$ cat src/rtl/fsm_rr_scheduler_if.sv
// Handshake bundle between the requesters and the round-robin sequencer scheduler.
// The master side is the requester population; the slave side is the scheduler.
interface fsm_rr_scheduler_if #(
   parameter int unsigned N_REQ = 4,
   parameter int unsigned IDX_W = 2
) ();
   logic [N_REQ-1:0] req;
   logic [N_REQ-1:0] req_x1;
   logic [N_REQ-1:0] gnt;
   logic [IDX_W-1:0] gnt_idx;
   logic             res_start;
   logic             res_x1;
   logic             busy;
   logic [N_REQ-1:0] done;

   modport master (
      output req, req_x1,
      input  gnt, gnt_idx, res_start, res_x1, busy, done
   );

   modport slave (
      input  req, req_x1,
      output gnt, gnt_idx, res_start, res_x1, busy, done
   );
endinterface

$ cat src/rtl/fsm_rr_scheduler.sv
// Shares one sequencer among N_REQ requesters: round-robin grant, fixed-length run, done pulse.
// Define FSM_SCHED_FIXED_PRIO_EN to pin the pointer at 0 (fixed priority, index 0 highest).
module fsm_rr_scheduler #(
   parameter int unsigned N_REQ      = 4,
   parameter int unsigned IDX_W      = 2,
   parameter int unsigned TXN_CYCLES = 3
) (
   input  logic              clk,
   input  logic              reset,
   fsm_rr_scheduler_if.slave bus
);

   localparam int unsigned CNT_W = (TXN_CYCLES > 1) ? $clog2(TXN_CYCLES) : 1;

   typedef logic [N_REQ-1:0] req_t;
   typedef enum logic [1:0] {S_IDLE, S_RUN, S_DONE} state_e;

   state_e           state_q, state_d;
   logic [IDX_W-1:0] ptr_q, ptr_d;
   logic [CNT_W-1:0] cnt_q, cnt_d;
   req_t             gnt_q, gnt_d;
   logic [IDX_W-1:0] gnt_idx_q, gnt_idx_d;
   logic             res_start_q, res_start_d;
   logic             res_x1_q, res_x1_d;
   logic             busy_q, busy_d;
   req_t             done_q, done_d;

   logic             found;
   logic [IDX_W-1:0] win_idx;
   req_t             win_oh;
   int unsigned      cand;

   // First set request scanning ptr, ptr+1, ... with wrap at N_REQ
   always_comb begin
      found   = 1'b0;
      win_idx = '0;
      cand    = 0;
      for (int unsigned i = 0; i < N_REQ; i++) begin
         cand = 32'(ptr_q) + i;
         if (cand >= N_REQ) cand = cand - N_REQ;
         if (!found && (|(bus.req & (req_t'(1) << cand)))) begin
            found   = 1'b1;
            win_idx = IDX_W'(cand);
         end
      end
      win_oh = req_t'(1) << win_idx;
   end

   always_comb begin
      state_d     = state_q;
      ptr_d       = ptr_q;
      cnt_d       = cnt_q;
      gnt_d       = gnt_q;
      gnt_idx_d   = gnt_idx_q;
      res_start_d = 1'b0;
      res_x1_d    = res_x1_q;
      busy_d      = busy_q;
      done_d      = '0;

      case (state_q)
         S_IDLE: begin
            gnt_d    = '0;
            busy_d   = 1'b0;
            res_x1_d = 1'b0;
            if (found) begin
               gnt_d       = win_oh;
               gnt_idx_d   = win_idx;
               res_x1_d    = |(bus.req_x1 & win_oh);
               res_start_d = 1'b1;
               busy_d      = 1'b1;
               cnt_d       = CNT_W'(TXN_CYCLES - 1);
               state_d     = S_RUN;
            end
         end
         S_RUN: begin
            if (cnt_q == '0) begin
               done_d   = gnt_q;
               gnt_d    = '0;
               busy_d   = 1'b0;
               res_x1_d = 1'b0;
               ptr_d    = (gnt_idx_q == IDX_W'(N_REQ - 1)) ? '0 : gnt_idx_q + IDX_W'(1);
               state_d  = S_DONE;
            end else begin
               cnt_d = cnt_q - CNT_W'(1);
            end
         end
         S_DONE: state_d = S_IDLE;
         default: state_d = S_IDLE;
      endcase

`ifdef FSM_SCHED_FIXED_PRIO_EN
      ptr_d = '0;
`else
`endif
   end

   always_ff @(posedge clk or posedge reset) begin
      if (reset) begin
         state_q     <= S_IDLE;
         ptr_q       <= '0;
         cnt_q       <= '0;
         gnt_q       <= '0;
         gnt_idx_q   <= '0;
         res_start_q <= 1'b0;
         res_x1_q    <= 1'b0;
         busy_q      <= 1'b0;
         done_q      <= '0;
      end else begin
         state_q     <= state_d;
         ptr_q       <= ptr_d;
         cnt_q       <= cnt_d;
         gnt_q       <= gnt_d;
         gnt_idx_q   <= gnt_idx_d;
         res_start_q <= res_start_d;
         res_x1_q    <= res_x1_d;
         busy_q      <= busy_d;
         done_q      <= done_d;
      end
   end

   assign bus.gnt       = gnt_q;
   assign bus.gnt_idx   = gnt_idx_q;
   assign bus.res_start = res_start_q;
   assign bus.res_x1    = res_x1_q;
   assign bus.busy      = busy_q;
   assign bus.done      = done_q;

endmodule

$ cat src/flat_wrapper.sv
// flat-port wrapper written by rule: the top's interface ports become plain ports
module fsm_rr_scheduler_flat 
#(
   parameter int unsigned N_REQ      = 4,
   parameter int unsigned IDX_W      = 2,
   parameter int unsigned TXN_CYCLES = 3
)
  (clk, reset, bus_req, bus_req_x1, bus_gnt, bus_gnt_idx, bus_res_start, bus_res_x1, bus_busy, bus_done);
  fsm_rr_scheduler_if #(.N_REQ(N_REQ), .IDX_W(IDX_W)) bus_i ();
  input  logic clk;
  input  logic reset;
  input wire logic [$bits(bus_i.req)-1:0] bus_req;
  input wire logic [$bits(bus_i.req_x1)-1:0] bus_req_x1;
  output wire logic [$bits(bus_i.gnt)-1:0] bus_gnt;
  output wire logic [$bits(bus_i.gnt_idx)-1:0] bus_gnt_idx;
  output wire logic [$bits(bus_i.res_start)-1:0] bus_res_start;
  output wire logic [$bits(bus_i.res_x1)-1:0] bus_res_x1;
  output wire logic [$bits(bus_i.busy)-1:0] bus_busy;
  output wire logic [$bits(bus_i.done)-1:0] bus_done;
  assign bus_i.req = bus_req;
  assign bus_i.req_x1 = bus_req_x1;
  assign bus_gnt = bus_i.gnt;
  assign bus_gnt_idx = bus_i.gnt_idx;
  assign bus_res_start = bus_i.res_start;
  assign bus_res_x1 = bus_i.res_x1;
  assign bus_busy = bus_i.busy;
  assign bus_done = bus_i.done;
  fsm_rr_scheduler #(.N_REQ(N_REQ), .IDX_W(IDX_W), .TXN_CYCLES(TXN_CYCLES)) u_core (.clk(clk), .reset(reset), .bus(bus_i));
endmodule
$ cat config.mk
export PLATFORM = sky130hd
export DESIGN_NAME = fsm_rr_scheduler_flat
export DESIGN_NICKNAME = d
export VERILOG_FILES = /design/src/rtl/fsm_rr_scheduler_if.sv /design/src/rtl/fsm_rr_scheduler.sv /design/src/flat_wrapper.sv
export SDC_FILE = /design/constraint.sdc
export NUM_CORES = 1
export LEC_CHECK = 0
export ABC_AREA = 1
export CORE_UTILIZATION = 39
export DETAILED_ROUTE_END_ITERATION = 8
export DONT_BUFFER_PORTS = 1
export MAX_ROUTING_LAYER = met4
export PLACE_DENSITY = 0.66
export SLEW_MARGIN = 5
export SYNTH_ARGS = -nofsm -noshare
export SYNTH_HDL_FRONTEND = slang
export SYNTH_SLANG_ARGS = --single-unit
export TNS_END_PERCENT = 5
$ cat constraint.sdc
create_clock -name clk -period 1.68 [get_ports clk]
set_input_delay 0.168 -clock clk [delete_from_list [all_inputs] [get_ports clk]]
set_output_delay 0.168 -clock clk [all_outputs]
set_load 0.005 [all_outputs]
; Word level (Yosys, flattened, before mapping)
; Cells that the tools add are included.
[totals]
out_inout_bits = 13
input_bits = 10
word_cells = 86
regBits = 19
[classes]
reduce_logical = 19
bitwise_logic = 5
order_cmp = 4
mux = 30
eq_ne = 5
shift = 5
n_addsub = 9
[ops]
columns = operator, count
row1 = two-way mux 32 bit, 4
row2 = "<< shifter 1 x 32 -> 4 bit, first input constant", 4
row3 = "greater-or-equal comparator 32 x 3 -> 1 bit, second input constant", 3
row4 = "subtractor 32 x 3 -> 32 bit, second input constant", 3
row5 = AND 4 bit, 5
row6 = OR reduction 4 bit, 5
row7 = two-way mux 2 bit, 9
row8 = two-way mux 4 bit, 4
row9 = two-way mux 1 bit, 8
row10 = case mux 2 bit (2 select lines), 2
row11 = case mux 4 bit (2 select lines), 1
row12 = AND reduction 2 bit, 4
row13 = "adder 2 x 2 -> 3 bit, second input constant", 2
row14 = logical NOT 2 bit, 2
row15 = "inequality test 2 x 1 -> 1 bit, second input constant", 2
row16 = case mux 1 bit (2 select lines), 2
row17 = "<< shifter 1 x 2 -> 4 bit, first input constant", 1
row18 = "subtractor 2 x 3 -> 4 bit, second input constant", 1
row19 = "adder 2 x 1 -> 3 bit, second input constant", 1
row20 = "greater-or-equal comparator 2 x 3 -> 1 bit, second input constant", 1
row21 = logical AND 1 bit, 3
row22 = logical NOT 1 bit, 3
row23 = AND reduction 3 bit, 1
row24 = "adder 2 x 1 -> 2 bit, second input constant", 1
row25 = 5 further kinds, 5

; Logic depth before layout (Yosys ltp)
; Gate-level depths: netlist of run 1.
[logic_depth]
ltp_word = 20
ltp_mapped = 15
ltp_nobuf = 15

; Least setup slack after synthesis of run 1
; OpenSTA, ideal clock, no wires.
[synth_path]
path_kind = register to register
start = register u_core.ptr_q[0]
end = register u_core.cnt_q[1]
t_required_ns = 1.548
setup_ns = 0.132
arrival_ns = 1.687
period_less_slack_ns = 1.820
n_path_buf = 0
slack_ns = -0.140
path_stages_with_launch = 13
cell_sequence = dfrtp_1 > inv_1 > ha_1 > nand2_1 > nand2_4 > nor2_8 > nand2_4 > nor2_4 > inv_2 > o21ai_4 > o21ai_2 > nor2_1 > a31oi_1
[synth_between]
elab_chain_cells = 17
elab_cells_between_ends = 39
cone_classes = add/sub: 7 / order compare: 4 / eq/ne: 1 / shift: 4 / mux: 8 / bitwise: 4 / reduce/logical: 11
[synth_rtl]
columns = element, line_no
row1 = start: declaration, fsm_rr_scheduler.sv:19  ; logic [IDX_W-1:0] ptr_q, ptr_d;
row2 = start signal: assignment, fsm_rr_scheduler.sv:110  ; ptr_q <= ptr_d;
row3 = "parallel branches: the longest is 14 deep, another holds subtractor 32 x 3 -> 32 bit", --
row4 = two-way mux 1 bit *, fsm_rr_scheduler.sv:41  ; if (!found && (|(bus.req & (req_t'(1) << cand)))) begin
row5 = inequality test 2 x 1 -> 1 bit (no source line) *, --
row6 = AND reduction 3 bit (no source line) *, --
row7 = end signal: assignment, fsm_rr_scheduler.sv:111  ; cnt_q <= cnt_d;
row8 = end: declaration, fsm_rr_scheduler.sv:20  ; logic [CNT_W-1:0] cnt_q, cnt_d;
; Mark *: on every way between the ends.
; A chain may end at the register's enable or synchronous reset.

; Worst setup path in the final report of run 1
[layout_path]
start = register u_core.ptr_q[1]
end = register u_core.gnt_idx_q[0] (netlist: u_core.bus.gnt_idx[0])
[layout_between]
elab_chain_cells = 16
elab_cells_between_ends = 42
cone_classes = add/sub: 7 / order compare: 4 / shift: 4 / mux: 12 / bitwise: 4 / reduce/logical: 11
[layout_rtl]
columns = element, line_no
row1 = "parallel branches: the longest is 16 deep, another holds subtractor 32 x 3 -> 32 bit", --
row2 = end signal: assignment, fsm_rr_scheduler.sv:113  ; gnt_idx_q <= gnt_idx_d;
row3 = end: declaration, fsm_rr_scheduler.sv:22  ; logic [IDX_W-1:0] gnt_idx_q, gnt_idx_d;
; Several ways; the timed one is not identified.

==> out/metrics.yaml, run 1 <==
status:
  status: "finished with violations"
  violations: "setup timing"
critical_path:
  path_buf_inv: 3
  cp_cell_sequence: "inv_4 -> ha_4 -> nand2_2 -> nand2_4 -> nor2_8 -> nand2_4 -> nor2_4 -> inv_2 -> o21ai_4 -> buf_4 -> nand2_1 -> o21ai_0"
  ff2ff_setup_slack_ns: -0.13
  crit_arrival_ns: 2.03
  critical-path-slowest-cell: "dfrtp_2"
  crit_top_cell: "nand2_4"
  cp-end-kind: "flip-flop"
  cp_top_family: "simple AND/OR/NAND/NOR gates"
  slowest_delay_ns: 0.46
  critPathLaunchType: "flip-flop"
  crit_required_ns: 1.89
  r2r-start: "u_core.ptr_q[1]"
  crit_type: "reg2reg"
  cp_max_fo: 7
  r2r-end: "u_core.bus.gnt_idx[0]"
  rr_worst_depth: 12
synthesis:
  synthesis.nets: 160
  ys_types: 20
  syn_area_um2: 1150
  synth_area_per_cell_um2: 8.041
  netlist_instances: 143
  ys_seq_elements: 19
  yosys_warnings: 0
  ys_seq_area_share_pct: 41.35
floorplanning:
  floorplan.io_pins: 23
  dieArea_um2: 3170
  core_area_um2: 2781
  die_h_um: 56.30
  die_w_um: 56.30
  rows: 19
  start_util_pct: 41.34
timing:
  worst_slack_ns: -0.1323
  maxSlewHeadroom_pct: 55.23
  report.final.hold_viol_count: 0
  fin_crit_ns: 1.812
  rsz0062_at_grt: "yes"
  fmax_mhz: 551.8
  setup_violations: 10
  holdWs_ns: 0.1050
  timing.final.crit_share_pct: 107.9
  tightest_slew_ns: 0.6709
  finalClockSkew_ns: 0.002940
  slew_viol_final: 0
min_path:
  whs_path_depth: 4
  hold_start: "bus_req_x1[0]"
  hold_path_class: "in2reg"
  hold_path_end: "u_core.bus.res_x1"
place:
  dpl_worst_slack_ns: -0.2069
  placed_cells: 184
  dp_hpwl_um: 1749
  port_buffers: 0
  gp_routability_congestion: 0.9491
cells_and_area:
  layout_common_cells: "32 x nand2_1, 17 x dfrtp_1, 16 x inv_1, 16 x nor2_1, 14 x nand3_1"
  fillers: 274
  final_common_cell: "nand2_1"
  instances_no_fill: 190
  area_growth_pct: 21.87
  diodes: 0
  drive_gt1_share_pct: 27.67
  final_nets: 177
cts:
  cts_tree: "yes"
  cts.sinks: 19
  cts_buffer_depth: 2
  clock-root-buffer: "clkbuf_4"
  numCtsBuffers: 3
  clk_latency_ns: 0.30
  clkTransAtPathRegs_ns: 0.10
  htree_levels: 1
global_route:
  grt_usage_pct: 16.16
  grt_pass1_wl_um: 3974
  grt_start_max_net_pins: 20
  grt_pass1_vias: 969
  overflow: 0
  antenna_found_initial: 0
power:
  combPwrFrac_pct: 66.5
  vdd_ir_drop_max_mv: 1.328
  p_seq_share_pct: 26.1
  p_clk_share_pct: 7.5
  sw_frac_of_total_pct: 48.11
  p_int_mw: 1.562
  power.leakage_nw: 0.6900
  pwr_density_cell_nw_per_um2: 2148
  p_switching_mw: 1.448
detailed_routing:
  drtPass1Iterations: 4
  viasPerCell: 5.121
  vias: 973
  drtAntennaViolNets: 0
  wl_per_cell_um: 11.48
  routed_wl_um: 2181
  dr.first_iter.drc_count: 23
  drc: 0
job:
  maxCapViolCount: 0
==> worst max-delay path by stage <==
stage,from,endpoint,slack [ns],cells after the start
3_5_place_dp,u_core.ptr_q[0],u_core.cnt_q[1],-0.21,11
6_report,u_core.ptr_q[1],u_core.bus.gnt_idx[0],-0.13,12
3_3_place_gp,u_core.ptr_q[0],u_core.cnt_q[1],-0.18,11
5_1_grt,u_core.ptr_q[1],u_core.cnt_q[1],-0.28,12
2_1_floorplan,u_core.ptr_q[0],u_core.cnt_q[1],-0.09,11
4_1_cts,u_core.ptr_q[0],u_core.bus.gnt_idx[0],-0.13,11
==> timing repair <==
| action | 4_1_cts | 5_1_grt |
|---|---|---|
| gates cloned | 0 | 0 |
| hold buffers | 1 | 0 |
| endpoints found under the setup margin | 12 | 12 |
| resized for setup | 7 | 6 |
| endpoints found under the hold margin | 19 | 0 |
| buffers inserted | 1 | 0 |
| pin swaps | 2 | 2 |
==> power groups by stage <==
stage	Combinational (mW)	Sequential [mW]	Clock, mW
6_report	2.00	0.785	0.225
5_1_grt	2.27	0.813	0.249
3_5_place_dp	1.87	0.773	0
2_1_floorplan	1.34	0.749	0
4_1_cts	1.96	0.774	0.233
3_3_place_gp	1.83	0.771	0
==> final cells by class <==
cell class / count / area [µm²] / area share, %
multi-input combinational: 104 / 684.4 / 48.84
tap: 31 / 38.79 / 2.768
inverter: 20 / 80.08 / 5.714
timing repair buffer: 12 / 92.59 / 6.607
sequential: 19 / 478.0 / 34.11
clock inverter: 1 / 5.005 / 0.3571
clock buffer: 3 / 22.52 / 1.607
==> state kept, by name (all words and copies together) (netlist names) <==
| signal | flops |
|---|---|
| u_core.bus.gnt_idx | 2 |
| u_core.bus.busy | 1 |
| u_core.bus.res_start | 1 |
| u_core.state_q | 2 |
| u_core.bus.done | 4 |
| u_core.bus.res_x1 | 1 |
| u_core.bus.gnt | 4 |
| u_core.ptr_q | 2 |
| u_core.cnt_q | 2 |
==> Yosys cell counts, drive strengths merged <==
master | instances | area [µm²]
o21ai | 12 | 75.07
a31oi | 1 | 6.260
nor2 | 20 | 115.1
inv | 20 | 75.07
nand3b | 1 | 7.510
ha | 7 | 87.58
dfrtp | 19 | 475.5
nand4 | 3 | 18.77
a21oi | 1 | 5.000
nand2 | 43 | 201.4
nand3 | 15 | 75.07
o31ai | 1 | 7.510
==> metrics by stage <==
step,total power [mW],util (%),cell area [µm²],TNS [ns]
detailed placement,2.640,46.60,1296,-1.812
floorplan,2.086,-,1182,-0.4019
CTS,2.965,49.21,1369,-1.154
global route,3.329,50.38,1401,-2.685
global placement,2.603,46.60,1296,-1.502
finish,3.011,50.38,1401,-1.122
==> worst min-delay path, stage by stage <==
cell and delay, ns:
nand3_1 0.05, nand2_1 0.06, o21ai_1 0.05, nand2_1 0.05
==> cells by family after synthesis <==
kind of cell	share of synthesized area [%]
compound gates	8.161
fa+ha+maj	7.617
buf+inv	6.529
flops	41.35
simple gates	36.34
==> per-layer routing <==
layer | share of wire (%) | track usage [%] | vias up
met5 | 0 | - | -
met3 | 3.9 | 5.300 | 4
met4 | 0.96 | 5.575 | 0
met2 | 49 | 26.70 | 16
li1 | - | - | 488
met1 | 46 | 18.48 | 465
No activity file was read; power rests on OpenSTA's default activity.
==> run 2, diff against run 1 <==
Settings changed: SLEW_MARGIN 5 to 40.
==> results of run 2 <==
No change in the layout: final DEF, timing and power equal those of run 1.
